<file path="src/rtl/lsu_dmem_ctrl.sv">
// Load/store controller for a word-wide data memory with no byte strobes; sub-word stores use read-modify-write.
// Optional macro LSU_MISALIGN_TRAP_EN: trap misaligned half/word accesses instead of force-aligning them.
module lsu_dmem_ctrl #(
    parameter int DATA_WIDTH    = 32,
    parameter int DMEM_SZ_IN_KB = 1,
    localparam int ADDR_WIDTH   = $clog2(DMEM_SZ_IN_KB * 1024 * 8)
) (
    input  logic                  clk,
    input  logic                  arst_n,
    input  logic                  req_valid,
    output logic                  req_ready,
    input  logic                  req_we,
    input  logic [1:0]            req_size,
    input  logic                  req_unsigned,
    input  logic [ADDR_WIDTH-1:0] req_addr,
    input  logic [DATA_WIDTH-1:0] req_wdata,
    output logic                  rsp_valid,
    output logic [DATA_WIDTH-1:0] rsp_rdata,
    output logic                  rsp_err,
    output logic                  mem_write_en,
    output logic [ADDR_WIDTH-1:0] mem_addr,
    output logic [DATA_WIDTH-1:0] mem_wdata,
    input  logic [DATA_WIDTH-1:0] mem_rdata
);

    typedef enum logic [1:0] {S_IDLE, S_RD, S_WR, S_RESP} state_t;

    localparam logic [1:0] SZ_BYTE = 2'b00;
    localparam logic [1:0] SZ_HALF = 2'b01;
    localparam logic [1:0] SZ_WORD = 2'b10;
    localparam logic [1:0] SZ_BAD  = 2'b11;

    state_t      state;
    logic        we_q;
    logic [1:0]  size_q;
    logic        uns_q;
    logic [1:0]  lane_q;
    logic [15:0] wdata_q;

    logic                  req_err;
    logic [ADDR_WIDTH-1:0] addr_aligned;

    assign req_ready = (state == S_IDLE);

    always_comb begin
        // NOTE: every always_comb output gets a default first so no path can infer a latch.
        addr_aligned = req_addr;
        if (req_size == SZ_HALF)
            addr_aligned[0] = 1'b0;
        else if (req_size == SZ_WORD)
            addr_aligned[1:0] = 2'b00;
`ifdef LSU_MISALIGN_TRAP_EN
        req_err = (req_size == SZ_BAD)
               || ((req_size == SZ_HALF) && req_addr[0])
               || ((req_size == SZ_WORD) && (req_addr[1:0] != 2'b00));
`else
        req_err = (req_size == SZ_BAD);
`endif
    end

    // Pick the addressed lane out of the returned word and extend it.
    function automatic logic [31:0] extract(input logic [31:0] word, input logic [1:0] size,
                                            input logic uns, input logic [1:0] lane);
        logic [7:0]  b;
        logic [15:0] h;
        b = word[{lane, 3'b000} +: 8];
        h = lane[1] ? word[31:16] : word[15:0];
        case (size)
            SZ_BYTE: extract = {{24{b[7] & ~uns}}, b};
            SZ_HALF: extract = {{16{h[15] & ~uns}}, h};
            default: extract = word;
        endcase
    endfunction

    // Replace only the addressed lane of the base word; other bytes are preserved.
    function automatic logic [31:0] merge(input logic [31:0] base, input logic [15:0] wd,
                                          input logic [1:0] size, input logic [1:0] lane);
        merge = base;
        if (size == SZ_BYTE)
            merge[{lane, 3'b000} +: 8] = wd[7:0];
        else
            merge[{lane[1], 4'b0000} +: 16] = wd;
    endfunction

    always_ff @(posedge clk or negedge arst_n) begin
        if (!arst_n) begin
            // NOTE: sequential state uses non-blocking assignments so every register samples pre-edge values.
            state        <= S_IDLE;
            we_q         <= 1'b0;
            size_q       <= 2'b00;
            uns_q        <= 1'b0;
            lane_q       <= 2'b00;
            wdata_q      <= '0;
            rsp_valid    <= 1'b0;
            rsp_rdata    <= '0;
            rsp_err      <= 1'b0;
            mem_write_en <= 1'b0;
            mem_addr     <= '0;
            mem_wdata    <= '0;
        end else begin
            case (state)
                S_IDLE: begin
                    rsp_valid    <= 1'b0;
                    rsp_rdata    <= '0;
                    rsp_err      <= 1'b0;
                    mem_write_en <= 1'b0;
                    mem_addr     <= '0;
                    mem_wdata    <= '0;
                    if (req_valid) begin
                        we_q    <= req_we;
                        size_q  <= req_size;
                        uns_q   <= req_unsigned;
                        lane_q  <= addr_aligned[1:0];
                        wdata_q <= req_wdata[15:0];
                        if (req_err) begin
                            state     <= S_RESP;
                            rsp_valid <= 1'b1;
                            rsp_err   <= 1'b1;
                        end else if (req_we && (req_size == SZ_WORD)) begin
                            state        <= S_WR;
                            mem_write_en <= 1'b1;
                            mem_addr     <= addr_aligned;
                            mem_wdata    <= req_wdata;
                        end else begin
                            state    <= S_RD;
                            mem_addr <= addr_aligned;
                        end
                    end
                end
                S_RD: begin
                    if (we_q) begin
                        state        <= S_WR;
                        mem_write_en <= 1'b1;
                        mem_wdata    <= merge(mem_rdata, wdata_q, size_q, lane_q);
                    end else begin
                        state     <= S_RESP;
                        rsp_valid <= 1'b1;
                        rsp_rdata <= extract(mem_rdata, size_q, uns_q, lane_q);
                        mem_addr  <= '0;
                    end
                end
                S_WR: begin
                    state        <= S_RESP;
                    rsp_valid    <= 1'b1;
                    mem_write_en <= 1'b0;
                    mem_addr     <= '0;
                    mem_wdata    <= '0;
                end
                S_RESP: begin
                    state     <= S_IDLE;
                    rsp_valid <= 1'b0;
                    rsp_rdata <= '0;
                    rsp_err   <= 1'b0;
                end
                default: state <= S_IDLE;
            endcase
        end
    end

endmodule

</file>
<file path="config.mk">
export PLATFORM = sky130hd
export DESIGN_NAME = lsu_dmem_ctrl
export DESIGN_NICKNAME = d
export VERILOG_FILES = /design/src/rtl/lsu_dmem_ctrl.sv
export SDC_FILE = /design/constraint.sdc
export NUM_CORES = 1
export LEC_CHECK = 0
export ABC_CLOCK_PERIOD_IN_PS = 3210
export CORE_MARGIN = 2
export CORE_UTILIZATION = 41
export CTS_BUF_LIST = sky130_fd_sc_hd__clkbuf_8
export CTS_CLUSTER_DIAMETER = 100
export CTS_CLUSTER_SIZE = 14
export DETAILED_ROUTE_END_ITERATION = 10
export HOLD_SLACK_MARGIN = 0.1
export PLACE_DENSITY = 0.72
export SYNTH_ARGS = -nofsm -noshare
export SYNTH_HDL_FRONTEND = slang
export SYNTH_SLANG_ARGS = --single-unit
</file>
<file path="constraint.sdc">
create_clock -name clk -period 3.21 [get_ports clk]
set_input_delay 0.321 -clock clk [delete_from_list [all_inputs] [get_ports clk]]
set_output_delay 0.321 -clock clk [all_outputs]
set_load 0.03 [all_outputs]
</file>
Yosys cells after proc, flatten, opt, wreduce, memory -nomap -nowiden

Cells that the tools add are included.

Output and inout port bits: 81
Latch bits: 0
Bits in writable memories: 0
Bits of input ports: 84
Bits in registers: 104
Memories: 0
Word-level logic and storage cells: 77
ROM bits: 0

Order comparisons: 0
Div/mod/pow operators: 0
Shifts and indexed selects: 5
Bitwise logic cells: 3
Reductions and logical operators: 11
Add/subtract/negate cells: 2
Multipliers: 0
Equal/unequal tests: 10
Muxes and demuxes: 34

Operator list:

| operator                  | count |
|---|---|
| $mux W32                  | 6 |
| $pmux W32 S2              | 2 |
| $pmux W32 S3              | 1 |
| $bwmux W32                | 2 |
| $mux W13                  | 3 |
| $pmux W13 S3              | 1 |
| $shift A16 B7 Y32 const A | 1 |
| $shift A8 B7 Y32 const A  | 1 |
| $shiftx A16 B7 Y32        | 1 |
| $shiftx A32 B6 Y8         | 1 |
| $shiftx A8 B7 Y32         | 1 |
| $mux W16                  | 1 |
| $neg A5 Y7                | 2 |
| $mux W1                   | 10 |
| $eq A2 B2 Y1 const B      | 4 |
| $mux W2                   | 4 |
| $pmux W2 S4               | 1 |
| $reduce_and A2 Y1         | 4 |
| $eq A2 B1 Y1 const B      | 3 |
| $ne A2 B2 Y1 const B      | 3 |
| $logic_not A2 Y1          | 2 |
| $pmux W1 S4               | 1 |
| $reduce_bool A2 Y1        | 2 |
| $pmux W1 S3               | 1 |
| other kinds (6)           | 7 |

Longest topological paths before layout

Depth in word-level cells: 6
Mapped depth: 10
Gate-level depth less buffers: 6

Least setup slack after synthesis

OpenSTA, ideal clock, no wires.

Kind: flip-flop to flip-flop
Start: register lane_q[1]
End: register mem_wdata[28]
Path buffers: 4
Stages on the path, launching flop included: 11
Arrival: 2205 ps
Required time: 3133 ps
Clock period less this slack: 2282 ps
Library setup time: 77 ps
Setup slack: 928 ps
Cell sequence: dfrtp_1 -> buf_6 -> buf_4 -> clkbuf_1 -> inv_1 -> ha_1 -> and4bb_2 -> buf_2 -> a221oi_1 -> a211o_1 -> a21oi_1

Word-level cells in the longest chain between the ends: 6
Elaborated cells between the ends (all ways): 11
Classes of those cells: add/sub (2); shift (4); mux (5)

RTL lines:

| element                                          | RTL line | source |
|---|---|---|
| start, declared                                  | 37       | `logic [1:0] lane_q;` |
| start signal, assigned                           | 113      | `lane_q <= addr_aligned[1:0];` |
| $neg A5 Y7 (on tied branches)                    | 82, 80   |  |
| $shiftx A16 B7 Y32, or another cell as far along | 82       | `merge[{lane[1], 4'b0000} +: 16] = wd;` |
| $bwmux W32 (on tied branches)                    | 82, 80   |  |
| $mux W32 *                                       | 79       | `if (size == SZ_BYTE)` |
| $mux W32 *                                       | 131      | `if (we_q) begin` |
| $pmux W32 S3 *                                   | 101      | `case (state)` |
| end signal, assigned                             | 123      | `mem_wdata <= req_wdata;` |
| end signal, assigned                             | 134      | `mem_wdata <= merge(mem_rdata, wdata_q, size_q, lane_q);` |
| end, declared                                    | 22       | `output logic [DATA_WIDTH-1:0] mem_wdata,` |

Every way passes the cells marked *; elsewhere a longest branch is shown, timed or not. The select of a mux whose other input is x is not followed.
A chain may end at the register's enable or synchronous reset.

Worst setup path after layout

Start: register state[1]
End: register mem_wdata[19]

Word-level cells in the longest chain between the ends: 3
Elaborated cells between the ends (all ways): 7
Classes of those cells: eq/ne (3); mux (1); reduce/logical (3)

RTL lines:

| element                                                             | RTL line | source |
|---|---|---|
| start, declared                                                     | 33       | `state_t state;` |
| start signal, assigned                                              | 88       | `state <= S_IDLE;` |
| start signal, assigned                                              | 116      | `state <= S_RESP;` |
| start signal, assigned                                              | 120      | `state <= S_WR;` |
| $eq A2 B1 Y1, or another cell as far along                          | 101      |  |
| $ne A2 B2 Y1 (no source line) or $reduce_bool A3 Y1 (tied branches) | n/a      |  |
| $reduce_and A2 Y1 (no source line)                                  | n/a      |  |

Several ways; a longest one is shown, not always the timed one.

==> impl_results.rst <==
.. list-table::
   :header-rows: 1

   * - Metric
     - Value
   * - Gate family responsible for the most delay along the worst path
     - simple AND/OR/NAND/NOR gates
   * - Setup clock skew after layout
     - 0.007080 ns
   * - Final hold violation count
     - 0
   * - Layout overhead on the synthesized area
     - 32.43%
   * - Post-synth design cell area
     - 5903 µm²
   * - Source of the worst hold timing path
     - rsp_rdata[4]$_DFFE_PN0P_
   * - Start of the worst register-to-register path
     - state[1]$_DFFE_PN0P_
   * - Final critical-path required period
     - 2.531 ns
   * - Antenna violations before repair
     - 0
   * - Area fraction in and, or, nand and nor cells after synthesis
     - 0.09496
   * - Critical path endpoint category
     - flip-flop
   * - Total non-filler cell area in the finished layout
     - 7818 µm²
   * - Category of the worst setup path launch point
     - flip-flop
   * - Type of the tightest min-delay check
     - flip-flop to flip-flop
   * - Portion of netlist area occupied by mux cells
     - 0.1289
   * - Number of nets in the layout
     - 794
   * - Max stage delay cell, worst path
     - sky130_fd_sc_hd__nor2_2
   * - Worst-path maximum fanout
     - 30
   * - CP Data Arrival Time
     - 2.84 ns
   * - Detailed-route vias per instance
     - 6.035
   * - Primary FF master, synth
     - sky130_fd_sc_hd__dfrtp_1
   * - Largest vdd supply drop
     - 0.5504 mV
   * - Number of routed nets with antenna violations
     - 0
   * - DPL Wire Length
     - 13.78 mm
   * - Number of setup buffers added after CTS
     - 0
   * - Worst-skew pair later-pin latency
     - 0.39 ns
   * - Number of design rule violations left after detail routing
     - 0
   * - Number of maximum-capacitance constraint violations
     - 0
   * - Sink count of the clock tree
     - 104
   * - Share of the clock period used by the worst path
     - 0.7885
   * - Outcome
     - finished clean
   * - End of the worst hold path
     - rsp_rdata[4]$_DFFE_PN0P_
   * - Share of synthesized flip-flops with an asynchronous set or reset
     - 1.000
   * - Horizontal die dimension
     - 124.0 µm
   * - Ys Warns
     - 0
   * - Proportion of synthesized chip area in sequential cells
     - 0.4409
   * - Count of cell types in the netlist
     - 49
   * - Met2 Track Usage GR
     - 0.3575
   * - R2R Setup Slk
     - 0.68 ns
   * - Hold path depth
     - 2
   * - Placer Congestion
     - 0.8776
   * - Vias
     - 5335
   * - Synthesized-area fraction occupied by ao, oa, aoi and oai cells
     - 0.2554
   * - Timing-limited maximum frequency
     - 0.3951 GHz
   * - Layout cell share with drive strength beyond 1
     - 0.09801
   * - Final WL
     - 18.63 mm
   * - Largest net degree at the start of global routing
     - 59
   * - Net count after synthesis
     - 656
   * - Reg-to-reg critical path endpoint
     - mem_wdata[19]$_DFFE_PN0P_
   * - WL per Instance
     - 21.08 µm
   * - Most frequent cells in the layout
     - sky130_fd_sc_hd__clkdlybuf4s50_1 (163), sky130_fd_sc_hd__dfrtp_1 (103), sky130_fd_sc_hd__a21oi_1 (62)
   * - Critical path class
     - flip-flop to flip-flop
   * - Die footprint
     - 15370 µm²
   * - Commonest non-fill, non-tap cell in the layout
     - sky130_fd_sc_hd__clkdlybuf4s50_1
   * - Layer carrying the most global-route usage
     - met2
   * - GRT Overall Usage
     - 0.2445
   * - Height of the die
     - 124.0 µm
   * - Synthesized netlist cell count
     - 561
   * - Crit-path max cell delay
     - 0.90 ns
   * - Via count of the first global-routing pass
     - 5125
   * - EDFF count, synth
     - 0
   * - Mapped Avg Cell Area
     - 10.52 µm²
   * - CTS Buf Count
     - 9
   * - Global-route wire length before repair
     - 28.06 mm
   * - Clock Pin Slew Worst Setup and Hold Paths
     - 0.10 ns
   * - Level count of the clock H-tree
     - 3
   * - ANT cells
     - 0
   * - Clk buf depth
     - 2
   * - Total buffers and inverters traversed by the critical path
     - 1
   * - First-pass detailed-route iteration total
     - 5
   * - Placement row count
     - 43
   * - Max-slew violations
     - 0
   * - CTS tree
     - built
   * - Std-Cell Core Area
     - 13990 µm²
   * - Xor/xnor cell area share of the yosys netlist
     - 0.001484
   * - Setup repair after global routing missed its margin
     - false
   * - Global route total overflow
     - 0
   * - Cell-by-cell trace of the critical path
     - inv_1, ha_1, nor2b_2, nor2_2, nand3_1, o21ai_0
   * - Dominant combinational cell family by area after synthesis
     - compound AO/OA/AOI/OAI gates
   * - Met3 Use GR
     - 0.05357
   * - Cell Pwr Density
     - 1079 nW/µm²
   * - Number of synthesized register bits
     - 104
   * - Cell area reported after detailed placement
     - 7609 µm²
   * - Area share of fa/ha/maj cells after synthesis
     - 0.02331
   * - Required time of the critical path
     - 3.52 ns
   * - Starting density of the core
     - 0.4220
   * - IO Count
     - 165
   * - Register-to-Register Path Depth
     - 6
   * - Final TNS setup
     - 0 ns
   * - CTS Root Buffer Type
     - sky130_fd_sc_hd__clkbuf_8
   * - DRT iter0 DRCs
     - 571
   * - Port Buffer Count
     - 164
   * - Met1 capacity usage during global routing
     - 0.3505
   * - Max_slew headroom
     - 0.2120
   * - Final setup violation count
     - 0
   * - Worst Max-Slew Pin Slew
     - 1.181 ns
   * - Leakage power of the design
     - 0.003237 µW
[how the worst max path moves through the flow]
| stage | start | endpoint | slack (ns) | cells after the start |
|---|---|---|---|---|
| floorplan | lane_q[1]$_DFFE_PN0P_ | mem_wdata[28]$_DFFE_PN0P_ | 0.93 | 10 |
| global placement | state[1]$_DFFE_PN0P_ | mem_wdata[19]$_DFFE_PN0P_ | 0.83 | 6 |
| detailed placement | state[1]$_DFFE_PN0P_ | mem_wdata[18]$_DFFE_PN0P_ | 0.68 | 6 |
| CTS | state[1]$_DFFE_PN0P_ | mem_wdata[18]$_DFFE_PN0P_ | 0.69 | 6 |
| global route | state[1]$_DFFE_PN0P_ | mem_wdata[21]$_DFFE_PN0P_ | 0.43 | 6 |
| finish | state[1]$_DFFE_PN0P_ | mem_wdata[19]$_DFFE_PN0P_ | 0.68 | 6 |
[sequential cells by signal (all words and copies together) (netlist names), 2 cells and up]
signal     count
wdata_q       16
lane_q         2
mem_addr      13
mem_wdata     32
state          2
rsp_rdata     32
size_q         2
[per-layer routing]
layer	routed length, µm	vias up
met5	0	-
li1	-	2407
met4	518	0
met3	1466	37
met2	8389	252
met1	8258	2639
[worst register-to-register path: cells and delay by family (launching register included)]
kind	cells	cell delay, ns
AOI/OAI and AO/OA	1	0.23
adders and majority gates	1	0.25
buffers and inverters	1	0.10
DFF	1	0.40
and+or+nand+nor	3	1.48
[final cells by class]
class                   count  area [µm²]
fillers                  1225        6171
multi-input cells         391        2982
flip-flops and latches    104        2604
repair buffers            176        1744
well taps                 180       225.2
clock buffers              11       151.4
inverters                  17       63.81
clock inverters             5       47.55
[synthesized netlist by cell type (all sizes together), types with 2 or more instances]
master / count / area (µm²)
a22oi: 10 / 75.07
ha: 11 / 137.6
nor2b: 4 / 27.53
o21ai: 27 / 135.1
o31ai: 2 / 15.01
mux2: 24 / 270.3
clkbuf: 21 / 80.07
nor3: 2 / 10.01
inv: 17 / 63.81
dfrtp: 104 / 2603
and4bb: 2 / 25.02
nor3b: 6 / 50.05
a211o: 27 / 236.5
or2: 2 / 12.51
a22o: 11 / 96.34
nand3: 3 / 15.01
mux4: 7 / 157.7
o22ai: 7 / 43.79
a32o: 9 / 90.09
and2: 2 / 12.51
nand2b: 16 / 100.1
buf: 28 / 181.4
a21oi: 62 / 310.3
a221oi: 28 / 245.2
nand2: 20 / 77.58
mux2i: 32 / 332.8
nor2: 44 / 172.7
a221o: 22 / 220.2
[power breakdown]
part | internal, µW | switching (µW)
clock | 396 | 455
combinational | 2130 | 3040
sequential | 1910 | 511
[through the flow]
stage | hold slack, ns | utilization | setup WS [ns] | power [µW] | std cells
3_5_place_dp | 0.4388 | 0.5439 | 0.6774 | 7565 | 867
5_1_grt | 0.5229 | 0.5589 | 0.4290 | 8949 | 884
2_1_floorplan | 0.02541 | - | 0.9275 | 5868 | 561
4_1_cts | 0.4979 | 0.5589 | 0.6857 | 8441 | 884
3_3_place_gp | 0.4325 | 0.5439 | 0.8328 | 7423 | 867
6_report | 0.4942 | 0.5589 | 0.6789 | 8433 | 884
[logic make-up (layout without fill, tap and decap cells)]
family / Yosys count / count (layout)
AO/OA/AOI/OAI: 210 / 210
XOR/XNOR: 1 / 1
adder cells (fa/ha/maj): 11 / 11
buffers and inverters: 66 / 209
flip-flops: 104 / 104
multiplexers: 63 / 63
AND/OR/NAND/NOR: 106 / 106
[what timing repair did]
action	in CTS	in global routing
endpoints found under the hold margin	57	0
hold buffers	1	0
setup endpoints to repair	0	0
gates resized for setup	0	0
No activity file was read; power rests on OpenSTA's default activity.
==> patch: new RTL, same flow settings <==
The option `LSU_MISALIGN_TRAP_EN` is turned on by a define.
--- a/src/rtl/lsu_dmem_ctrl.sv
+++ b/src/rtl/lsu_dmem_ctrl.sv
@@ -1,4 +1,6 @@
 // Load/store controller for a word-wide data memory with no byte strobes; sub-word stores use read-modify-write.
 // Optional macro LSU_MISALIGN_TRAP_EN: trap misaligned half/word accesses instead of force-aligning them.
+`define LSU_MISALIGN_TRAP_EN
+
 module lsu_dmem_ctrl #(
     parameter int DATA_WIDTH    = 32,
Formal check against the unedited RTL: not equivalent (Yosys sat finds a counterexample within 4 cycles, from zero or initial values and one cycle with arst_n low).
==> patch against the original RTL <==
Wire length is 3.7% higher. Sequential power is 5% lower. Largest cell class unchanged. Final cell count is 0.90% lower. Sequential cell count stayed put. Total power is 6.8% lower. Clock skew is 8.1 ps higher. Maximum frequency is 1.3% higher. Area after synthesis is 0.30% higher. Worst setup slack better by 32 ps. Design area is 0.16% higher. Synthesized cell count is 1.6% lower. Largest power group unchanged.
==> patch: results (changes against the original RTL) <==
INFO  metric yosysUniqueCellTypes = 52 (was 49)
INFO  metric r2r_slack = 710 ps (was 680 ps)
INFO  metric route.detailed.wl_per_inst = 22.1 microns (was 21.1 microns)
INFO  metric rr_endpoint = rsp_rdata[31] (was mem_wdata[19])
INFO  metric dpl.hpwl = 13.8 mm (about the same)
INFO  metric drt_iter0_drc = 437 (was 571)
INFO  metric gpl_wtd_cong = 0.906 (was 0.878)
INFO  metric cellLeakagePower = 3.21 nW (was 3.24 nW)
INFO  metric route.vias.total = 5390 (was 5335)
INFO  metric status = finished clean (unchanged)
INFO  metric timing.critical_path.arrival = 2810 ps (was 2840 ps)
INFO  metric number_of_global_route_vias_before_repair = 5288 (was 5125)
INFO  metric yosysSeqAreaShare = 44.0% (was 44.1%)
INFO  metric power.ir.vdd_worst = 0.525 mV (was 0.550 mV)
INFO  metric post_synth_most_frequent_cells = dfrtp_1 (104), a221o_1 (53), nand2_1 (49) (was dfrtp_1 (104), a21oi_1 (62), nor2_1 (43))
INFO  metric final.fill_count = 1214 (was 1225)
INFO  metric grt_first_pass_wirelength = 29.4 mm (was 28.1 mm)
INFO  metric cp_slowest_cell = nor4_4 (was nor2_2)
INFO  metric fin_skew = 15.2 ps (was 7.08 ps)
INFO  metric ys_top_cells_by_area = dfrtp_1 (44%), a221o_1 (9.0%), mux2i_1 (5.6%) (was dfrtp_1 (44%), a21oi_1 (5.3%), mux2i_1 (5.3%))
INFO  metric drtPass1Iterations = 7 (was 5)
INFO  metric total_global_route_track_usage = 25.5% (was 24.5%)
INFO  metric pre_cts_slack = 795 ps (was 677 ps)
INFO  metric max_stage_delay = 760 ps (was 900 ps)
INFO  metric period_minus_slack = 2500 ps (was 2530 ps)
-- patch: cell count changes after synthesis, moves of 15 or more --
cell      before  now
a211o_1       27    1
a21oi_1       62   32
a221o_1       22   53
a221oi_1      28    1
a22oi_1       10   36
nand2_1       19   49
nor2_1        43   14
o21ai_0       22    7
o21ai_1        5   39
-- patch: timing repair --
item                                    CTS  global route
hold endpoints to repair                 48             0
hold buffers                              1             0
endpoints found under the setup margin    0             0
-- patch: cell type report --
cell class                 instances  area, sq um  share of cell area (%)
multi-input combinational        384         2970                    37.9
sequential                       104         2600                    33.3
timing repair buffer             178         1760                    22.5
tap                              180          225                    2.88
clock buffer                      10          138                    1.76
clock inverter                     6         83.8                    1.07
inverter                          14         52.6                   0.671
-- patch: stage by stage --
stage | hold slack [ps] | std cells | instance area, sq um
after floorplan | 25.4 | 552 | 5920
after global placement | 389 | 859 | 7600
final | 496 | 876 | 7830
after CTS | 500 | 876 | 7830
after global routing | 526 | 876 | 7830
after detailed placement | 398 | 859 | 7600
-- patch: logic make-up after synthesis --
kind of cell | Yosys count | synth area share, %
buf+inv | 64 | 5.98
simple gates | 99 | 8.94
flops | 104 | 44.0
mux | 62 | 12.4
fa+ha+maj | 11 | 2.32
compound gates | 211 | 26.3
xor+xnor | 1 | 0.148
-- patch: where the power goes --
group,switching (mW),internal [mW]
clock network,0.471,0.457
logic,2.76,1.88
registers,0.462,1.83
total,3.69,4.17
-- patch: per-layer routing --
metal	vias to the layer above	part of all wire, %	wire (microns)	global-route usage [%]
li1	2400	-	-	-
met1	2647	41	7960	35.4
met2	294	46	8940	38.6
met3	49	9.3	1800	4.99
met4	0	3.3	629	11.2
met5	-	0	0	0
